### config.mk
export PLATFORM = sky130hd
export DESIGN_NAME = mem_stage_lsu_flat
export DESIGN_NICKNAME = d
export VERILOG_FILES = /design/src/rtl/cpu_pkg.sv /design/src/rtl/mem_stage_lsu_if.sv /design/src/rtl/mem_stage_lsu.sv /design/src/flat_wrapper.sv
export SDC_FILE = /design/constraint.sdc
export NUM_CORES = 1
export LEC_CHECK = 0
export CORE_MARGIN = 4
export CORE_UTILIZATION = 38
export CTS_BUF_LIST = sky130_fd_sc_hd__clkbuf_8
export CTS_CLUSTER_DIAMETER = 80
export DETAILED_ROUTE_END_ITERATION = 8
export GPL_ROUTABILITY_DRIVEN = 0
export HOLD_SLACK_MARGIN = 0.03
export PLACE_DENSITY_LB_ADDON = 0.25
export SKIP_LAST_GASP = 1
export SLEW_MARGIN = 5
export SYNTH_ARGS = -nofsm -noshare
export SYNTH_HDL_FRONTEND = slang
export SYNTH_SLANG_ARGS = --single-unit
### constraint.sdc
create_clock -name clk -period 1.9 [get_ports clk]
set_input_delay 0.38 -clock clk [delete_from_list [all_inputs] [get_ports clk]]
set_output_delay 0.38 -clock clk [all_outputs]
set_load 0.02 [all_outputs]
### src/rtl/cpu_pkg.sv
// Shared widths, writeback-select encodings and LSU state encoding for the 16-bit CPU.
// Pure declarations: no logic, no latency, no flow control.
package cpu_pkg;
    localparam int DATA_W = 16;
    localparam int REG_W  = 4;

    typedef enum logic [1:0] {
        RES_ALU = 2'b00,
        RES_MEM = 2'b01,
        RES_PC2 = 2'b10
    } result_src_t;

    typedef enum logic [1:0] {
        IDLE,
        WAIT_ACK,
        DONE
    } lsu_state_t;
endpackage

### src/rtl/mem_stage_lsu_if.sv
// Data-memory req/ack bus between the memory-stage LSU (master) and memory (slave).
// Request side is registered by the master; ack is a single-cycle completion pulse.
interface mem_stage_lsu_if;
    import cpu_pkg::*;

    logic              mem_req;
    logic              mem_we;
    logic [DATA_W-1:0] mem_addr;
    logic [DATA_W-1:0] mem_wdata;
    logic [DATA_W-1:0] mem_rdata;
    logic              mem_ack;

    modport master (
        output mem_req, mem_we, mem_addr, mem_wdata,
        input  mem_rdata, mem_ack
    );

    modport slave (
        input  mem_req, mem_we, mem_addr, mem_wdata,
        output mem_rdata, mem_ack
    );
endinterface

### src/rtl/mem_stage_lsu.sv
// Memory-stage load/store unit: issues req/ack bus accesses and feeds MEM/WB.
// Latency: non-memory ops pass through in 0 cycles; memory ops stall (issue + wait) until ack/timeout.
module mem_stage_lsu #(
    parameter int DATA_W         = cpu_pkg::DATA_W,
    parameter int REG_W          = cpu_pkg::REG_W,
    parameter int TIMEOUT_CYCLES = 64
) (
    input  logic              clk,
    input  logic              reset,
    input  logic              valid_in,
    input  logic              regWrite_in,
    input  logic [1:0]        resultSrc_in,
    input  logic              memRead_in,
    input  logic              memWrite_in,
    input  logic [REG_W-1:0]  rd_in,
    input  logic [DATA_W-1:0] aluRes_in,
    input  logic [DATA_W-1:0] writeData_in,
    mem_stage_lsu_if.master   bus,
    output logic              stall,
    output logic              regWrite_out,
    output logic [1:0]        resultSrc_out,
    output logic [REG_W-1:0]  rd_out,
    output logic [DATA_W-1:0] aluRes_out,
    output logic [DATA_W-1:0] readData_out,
    output logic [DATA_W-1:0] writeDataM,
    output logic              bus_err
);
    import cpu_pkg::*;

    localparam int CNT_W = (TIMEOUT_CYCLES > 1) ? $clog2(TIMEOUT_CYCLES) : 1;
    localparam logic [CNT_W-1:0] CNT_LAST = CNT_W'(TIMEOUT_CYCLES - 1);

    lsu_state_t        state;
    logic [CNT_W-1:0]  cnt;
    logic [DATA_W-1:0] rdata_q;
    logic              err_kill;
    logic              mem_op;

    assign mem_op = valid_in & (memRead_in | memWrite_in);

    always_ff @(posedge clk) begin
        if (reset) begin
            state         <= IDLE;
            bus.mem_req   <= 1'b0;
            bus.mem_we    <= 1'b0;
            bus.mem_addr  <= '0;
            bus.mem_wdata <= '0;
            rdata_q       <= '0;
            cnt           <= '0;
            bus_err       <= 1'b0;
            err_kill      <= 1'b0;
        end else begin
            case (state)
                IDLE: begin
                    if (mem_op) begin
                        bus.mem_req   <= 1'b1;
                        bus.mem_we    <= memWrite_in;   // write wins when both are set
                        bus.mem_addr  <= aluRes_in;
                        bus.mem_wdata <= writeData_in;
                        cnt           <= '0;
                        state         <= WAIT_ACK;
                    end
                end
                WAIT_ACK: begin
                    if (bus.mem_ack) begin
                        if (!bus.mem_we) begin
                            rdata_q <= bus.mem_rdata;
                        end
                        bus.mem_req <= 1'b0;
                        cnt         <= '0;
                        state       <= DONE;
                    end else if (cnt == CNT_LAST) begin
                        bus.mem_req <= 1'b0;
                        bus_err     <= 1'b1;
                        rdata_q     <= '0;
                        err_kill    <= 1'b1;
                        cnt         <= '0;
                        state       <= DONE;
                    end else begin
                        cnt <= cnt + 1'b1;
                    end
                end
                DONE: begin
                    err_kill <= 1'b0;
                    state    <= IDLE;
                end
                default: state <= IDLE;
            endcase
        end
    end

    // Data outputs always follow the inputs; only the control fields are squashed for a bubble.
    always_comb begin
        stall         = 1'b0;
        regWrite_out  = regWrite_in & valid_in;
        resultSrc_out = resultSrc_in;
        rd_out        = rd_in;
        aluRes_out    = aluRes_in;
        readData_out  = rdata_q;
        writeDataM    = writeData_in;
        case (state)
            IDLE: begin
                if (mem_op) begin
                    stall         = 1'b1;
                    regWrite_out  = 1'b0;
                    resultSrc_out = 2'b00;
                    rd_out        = '0;
                end
            end
            WAIT_ACK: begin
                stall         = 1'b1;
                regWrite_out  = 1'b0;
                resultSrc_out = 2'b00;
                rd_out        = '0;
            end
            DONE: begin
                regWrite_out = regWrite_in & ~err_kill;
            end
            default: begin
                stall = 1'b0;
            end
        endcase
    end
endmodule

### src/flat_wrapper.sv
// flat-port wrapper written by rule: the top's interface ports become plain ports
module mem_stage_lsu_flat import cpu_pkg::*;
#(
    parameter int DATA_W         = cpu_pkg::DATA_W,
    parameter int REG_W          = cpu_pkg::REG_W,
    parameter int TIMEOUT_CYCLES = 64
)
  (clk, reset, valid_in, regWrite_in, resultSrc_in, memRead_in, memWrite_in, rd_in, aluRes_in, writeData_in, stall, regWrite_out, resultSrc_out, rd_out, aluRes_out, readData_out, writeDataM, bus_err, bus_mem_req, bus_mem_we, bus_mem_addr, bus_mem_wdata, bus_mem_rdata, bus_mem_ack);
  mem_stage_lsu_if bus_i ();
  input  logic clk;
  input  logic reset;
  input  logic valid_in;
  input  logic regWrite_in;
  input  logic [1:0] resultSrc_in;
  input  logic memRead_in;
  input  logic memWrite_in;
  input  logic [REG_W-1:0] rd_in;
  input  logic [DATA_W-1:0] aluRes_in;
  input  logic [DATA_W-1:0] writeData_in;
  output logic stall;
  output logic regWrite_out;
  output logic [1:0] resultSrc_out;
  output logic [REG_W-1:0] rd_out;
  output logic [DATA_W-1:0] aluRes_out;
  output logic [DATA_W-1:0] readData_out;
  output logic [DATA_W-1:0] writeDataM;
  output logic bus_err;
  output wire logic [$bits(bus_i.mem_req)-1:0] bus_mem_req;
  output wire logic [$bits(bus_i.mem_we)-1:0] bus_mem_we;
  output wire logic [$bits(bus_i.mem_addr)-1:0] bus_mem_addr;
  output wire logic [$bits(bus_i.mem_wdata)-1:0] bus_mem_wdata;
  input wire logic [$bits(bus_i.mem_rdata)-1:0] bus_mem_rdata;
  input wire logic [$bits(bus_i.mem_ack)-1:0] bus_mem_ack;
  assign bus_mem_req = bus_i.mem_req;
  assign bus_mem_we = bus_i.mem_we;
  assign bus_mem_addr = bus_i.mem_addr;
  assign bus_mem_wdata = bus_i.mem_wdata;
  assign bus_i.mem_rdata = bus_mem_rdata;
  assign bus_i.mem_ack = bus_mem_ack;
  mem_stage_lsu #(.DATA_W(DATA_W), .REG_W(REG_W), .TIMEOUT_CYCLES(TIMEOUT_CYCLES)) u_core (.clk(clk), .reset(reset), .valid_in(valid_in), .regWrite_in(regWrite_in), .resultSrc_in(resultSrc_in), .memRead_in(memRead_in), .memWrite_in(memWrite_in), .rd_in(rd_in), .aluRes_in(aluRes_in), .writeData_in(writeData_in), .bus(bus_i), .stall(stall), .regWrite_out(regWrite_out), .resultSrc_out(resultSrc_out), .rd_out(rd_out), .aluRes_out(aluRes_out), .readData_out(readData_out), .writeDataM(writeDataM), .bus_err(bus_err));
endmodule
After elaboration in Yosys (flattened, before gate mapping)
Cells that the tools add are included.
{"block": "totals", "inputBits": 61, "ff_bits": 60, "wordCells": 61}
{"block": "classes", "bitwise": 6, "n_eq_ne": 8, "reduce_logical": 11, "mux": 26, "n_addsub": 1}
{"cell": "16-bit two-way mux", "count": 3}
{"cell": "6-bit two-way mux", "count": 3}
{"cell": "6-bit one-hot mux with 2 select lines", "count": 1}
{"cell": "3-bit AND reduction", "count": 4}
{"cell": "2-bit two-way mux", "count": 4}
{"cell": "2-bit one-hot mux with 2 select lines", "count": 2}
{"cell": "4-bit one-hot mux with 2 select lines", "count": 1}
{"cell": "1-bit two-way mux", "count": 7}
{"cell": "6-bit by 1-bit adder with 6-bit output (second input constant)", "count": 1}
{"cell": "6-bit == test (second input constant)", "count": 1}
{"cell": "1-bit one-hot mux with 2 select lines", "count": 3}
{"cell": "2-bit AND reduction", "count": 3}
{"cell": "2-bit nonzero test", "count": 3}
{"cell": "4-bit two-way mux", "count": 1}
{"cell": "2-bit by 1-bit inequality test with 1-bit output (second input constant)", "count": 2}
{"cell": "2-bit inequality test (second input constant)", "count": 2}
{"cell": "1-bit AND", "count": 3}
{"cell": "3-bit by 2-bit inequality test with 1-bit output (second input constant)", "count": 1}
{"cell": "1-bit one-hot mux with 3 select lines", "count": 1}
{"cell": "2-bit by 1-bit == test with 1-bit output (second input constant)", "count": 1}
{"cell": "2-bit == test (second input constant)", "count": 1}
{"cell": "2-bit zero test", "count": 1}
{"cell": "1-bit NOT", "count": 2}
{"cell": "1-bit bitwise OR", "count": 1}

Depth between registers and ports, before layout
{"block": "depth", "depth_word": 4, "mapped_depth": 6}

Worst setup path before layout
OpenSTA, ideal clock, no wires.
{"block": "synth_path", "kind": "register to register", "startpoint": "register u_core.cnt[0]", "endpoint": "register u_core.rdata_q[13] (netlist: u_core.readData_out[13])", "path_stages_with_launch": 7, "t_arrival_ns": 1.458, "n_path_buf": 1, "required_time_ns": 1.783, "setup_slack_ns": 0.325, "period_less_slack_ns": 1.575, "setup_time_ns": 0.117, "path_cell_list": "dfxtp_1 > ha_1 > nand3_1 > o31ai_1 > a31oi_2 > buf_6 > a22o_2"}
{"block": "synth_between", "elab_chain_cells": 3}
{"element": "start, declared", "line": "mem_stage_lsu.sv:34", "rtl": "logic [CNT_W-1:0] cnt;"}
{"element": "start signal, assigned", "line": "mem_stage_lsu.sv:80", "rtl": "cnt <= cnt + 1'b1;"}
{"element": "6-bit == test", "line": "mem_stage_lsu.sv:72", "rtl": "end else if (cnt == CNT_LAST) begin"}
{"element": "2-bit nonzero test (no source line)"}
{"element": "3-bit AND reduction (no source line)"}
{"element": "end signal, assigned", "line": "mem_stage_lsu.sv:67", "rtl": "rdata_q <= bus.mem_rdata;"}
{"element": "end, declared", "line": "mem_stage_lsu.sv:35", "rtl": "logic [DATA_W-1:0] rdata_q;"}
No other way between the ends.
A chain may end at the register's enable or synchronous reset.

Worst setup path in the final report
{"block": "layout_path", "startpoint": "input writeData_in[13]", "endpoint": "output writeDataM[13]"}
{"element": "start, declared", "line": "flat_wrapper.sv:19", "rtl": "input logic [DATA_W-1:0] writeData_in;"}
{"element": "end, declared", "line": "flat_wrapper.sv:26", "rtl": "output logic [DATA_W-1:0] writeDataM;"}
No word-level cell between the ends.

==> results.md <==
* Worst path slowest cell: clkdlybuf4s50_1
* RSZ-0062 raised after global routing: true
* CORE AREA at ~6300 µm²
* Xor/xnor share of the synthesized area at 0
* Largest net degree at the start of global routing at 33
* Yosys cell types at 38
* Max Freq at approximately 540 MHz
* CP required at between 1.5 and 2 ns
* Initial drt markers at 111
* Syn Inst Count at ~280
* Post-synth EDFFs at 0
* Ys Warns at 0
* Min-Delay Path Depth at 2
* Total power at 3130 µW
* Arr. time, crit path at 1.48 ns
* Port buffer count at 151
* Reg2reg path depth at 6
* Switching portion of total power at 0.269
* Sequential share of power at 0.431
* Synth Area in Compound Gates at 0.197
* Status: finished, final reports clean
* Largest cells by area after synthesis: dfxtp_1, nand2_1, buf_4
* Post-synth ARST share at 0
* Fin cells at between 500 and 600
* CP max FO at 2
* Min-Delay Path Class: reg -> reg
* Area delta synth->final at 67.9%
* Setup WS pre-CTS at -0.589 ns
* Pwr/cell area at ~750 nW/µm²
* First-pass GRT wire length at between 10000 and 15000 µm
* Row cnt at 29
* Clock share of power at 0.340
* Final Cycle Share at 0.981
* P_sw at ~840 µW
* Starting Density at 0.390
* Setup ws final at about 0.036 ns
* Count leader, synth: nand2_1
* Critical-path cell list: clkdlybuf4s50_1 -> clkdlybuf4s50_1
* Hold Path Origin: u_core.bus.mem_wdata[2]
* Die ar. at a little under 8000 µm²
* FF-to-FF setup slack at 0.24 ns
* Final min period at ~1.9 ns
* MaxCap Viol Count at 0
* Clk_lat worst skew at around 0.33 ns
* Max Buffers Root-to-Sink at 2
* Adder-cell share of the synthesized area at 0.00506
* Avg Cell Area, Syn at between 8 and 9 µm²
* Total congestion overflow at 0
* Register area share after synthesis at 0.486
* Final setup viols at 0
* Utilization of the core after routing at 0.654
* TritonCTS Sinks at 60
* Max stage delay on crit path at between 0.6 and 0.7 ns
* Synth Flop Type: dfxtp_1
* Layout Nets at 484
* Lkg Pwr at between 0.0015 and 0.002 µW
* Htree depth at 3
* Die Width at 88.7 µm
* Simple logic cell fraction of the synthesized area at 0.180
* FF+latch count, synth at 60
* Tot GR Track Use at 0.175
* Comb pwr share at 0.229
* CTS clk-pin slew, worst paths at roughly 0.06 ns
* Inst Count DP at about 490
* Synth Cell Area at roughly 2500 µm²
* TritonCTS Buffers at 9
* Critical Path Start: writeData_in[13]
* Element type at the critical path start: input port
* FF-to-FF End: u_core.readData_out[13]
* Syn nets at between 300 and 400
* Routed Antenna Nets at 0
* Ant diodes at 0
* Die height at between 80 and 90 µm
* Root buffer cell: clkbuf_8
* Top cell by count, worst path: clkdlybuf4s50_1
* Final wirelength at 6960 µm
* CTS tree: built
* Worst path buffer plus inverter count at 2
* Internal at approximately 2300 µW
* Largest family of logic cells by synthesized area: compound AO/OA/AOI/OAI gates
* CP delay by family, top: buffers and inverters
* Via-per-instance ratio at approximately 4.8
* Least-Margin Pin Slew at between 0.3 and 0.4 ns
* Kind of critical path: in -> out
* Fillcell total at between 500 and 600
* I/O pin cnt at 152
* Total number of vias at about 2400
* Layout cell share with drive strength beyond 1 at 0.162
* Crit path capture type: output port
* Post-synth top cells: nand2_1, dfxtp_1, a21oi_1
* DR pass1 iterations at 4
* Vias in the first global route at approximately 2300
* WL/cell at approximately 14 µm
* Setup Skew at approximately 0.0086 ns
* Post-synthesis mux area share at 0
* Top cell type's share of synthesized area at 0.486
* Fin area at between 4000 and 5000 µm²
* Reg2reg start: u_core.cnt[0]
* Top cell type by total area after synthesis: dfxtp_1
* Slew Viols, Final at 0
* Area of placed instances at approximately 4000 µm²
* WHS Endpoint: u_core.bus.mem_wdata[2]
* Slew HR at 0.768
* Final Hold Violating Endpoints at 0
* Antenna violations before repair at 0
* Max VDD drop at between 0.5 and 0.6 mV
* Hpwl dp at ~5100 µm
* DRC violations left at 0
[sequential cells by signal, summed over array words and instances, names as in the netlist]
signal                cells
u_core.bus.mem_addr      16
u_core.bus.mem_wdata     16
u_core.readData_out      16
u_core.cnt                6
u_core.state              2
u_core.bus.mem_req        1
u_core.bus.mem_we         1
u_core.bus_err            1
u_core.err_kill           1
[cell usage in the layout, fill, tap and decap left out, types with 2 or more instances in the layout]
cell type and count:
dfxtp_2 2, nand2_1 69, clkbuf_8 9, nand3_1 3, o21ai_0 3, a22o_1 8, dlygate4sd2_1 3, and2_1 6
dlymetal6s2s_1 4, nor2_1 7, buf_12 3, a22o_2 8, nor3_1 3, dfxtp_1 58, clkdlybuf4s50_1 136, a31o_2 2
buf_2 6, inv_1 6, clkinv_2 3, a22oi_1 2, a21oi_1 38, buf_4 22, a311oi_1 2
[tightest hold or removal path, stage by stage (launching register included)]
cell,delay (ns)
dfxtp_1,0.31
nand2_1,0.05
a21oi_1,0.05
[per-layer routing]
metal | routed length (µm) | up-vias | track usage
met5 | 0 | - | 0
met1 | 2940 | 1079 | 0.218
met2 | 3200 | 102 | 0.269
met4 | 59 | 0 | 0.0742
li1 | - | 1210 | -
met3 | 759 | 4 | 0.0698
[power groups by stage]
stage                     Combinational (µW)  Clock, µW  Sequential (µW)
after floorplan                          274          0             1440
after global placement                   718          0             1370
after detailed placement                 722          0             1380
after CTS                                722       1100             1350
after global routing                     768       1160             1350
final                                    718       1060             1350
[metrics by stage]
stage | hold slack (ns) | setup TNS [ns]
detailed placement | 0.446 | -5.07
floorplan | 0.450 | 0
finish | 0.452 | 0
global placement | 0.440 | -4.82
CTS | 0.455 | 0
global route | 0.469 | -0.0175
[cells by family (layout without fill, tap and decap cells)]
group	after synthesis	after routing
adder cells (fa/ha/maj)	1	1
AND/OR/NAND/NOR	99	99
buffers and inverters	51	195
flip-flops	60	60
AO/OA/AOI/OAI	72	72
[final cells by class]
type                       count  area (µm²)  area share
sequential                    60        1200       0.290
multi-input combinational    172         950       0.229
tap                           77        96.3      0.0232
timing repair buffer         175        1700       0.410
clock buffer                   9         124      0.0298
inverter                       4        15.0     0.00362
clock inverter                 7        60.1      0.0145
[worst max-delay path by stage]
stage               depth (start not counted)  slack [ns]                       to
global placement                            5       -0.55                rd_out[1]
CTS                                         5       0.003                rd_out[2]
global route                                4       -0.01                rd_out[3]
detailed placement                          5       -0.59         resultSrc_out[0]
finish                                      2        0.04           writeDataM[13]
floorplan                                   6        0.32  u_core.readData_out[13]
[repair_timing]
| action | 4_1_cts | 5_1_grt |
|---|---|---|
| pin swaps | 1 | 0 |
| endpoints found under the setup margin | 8 | 11 |
| setup buffers | 2 | 1 |
| resized for setup | 38 | 7 |
| hold buffers | 0 | 0 |
Note: power is estimated with default switching activity, not from simulation.
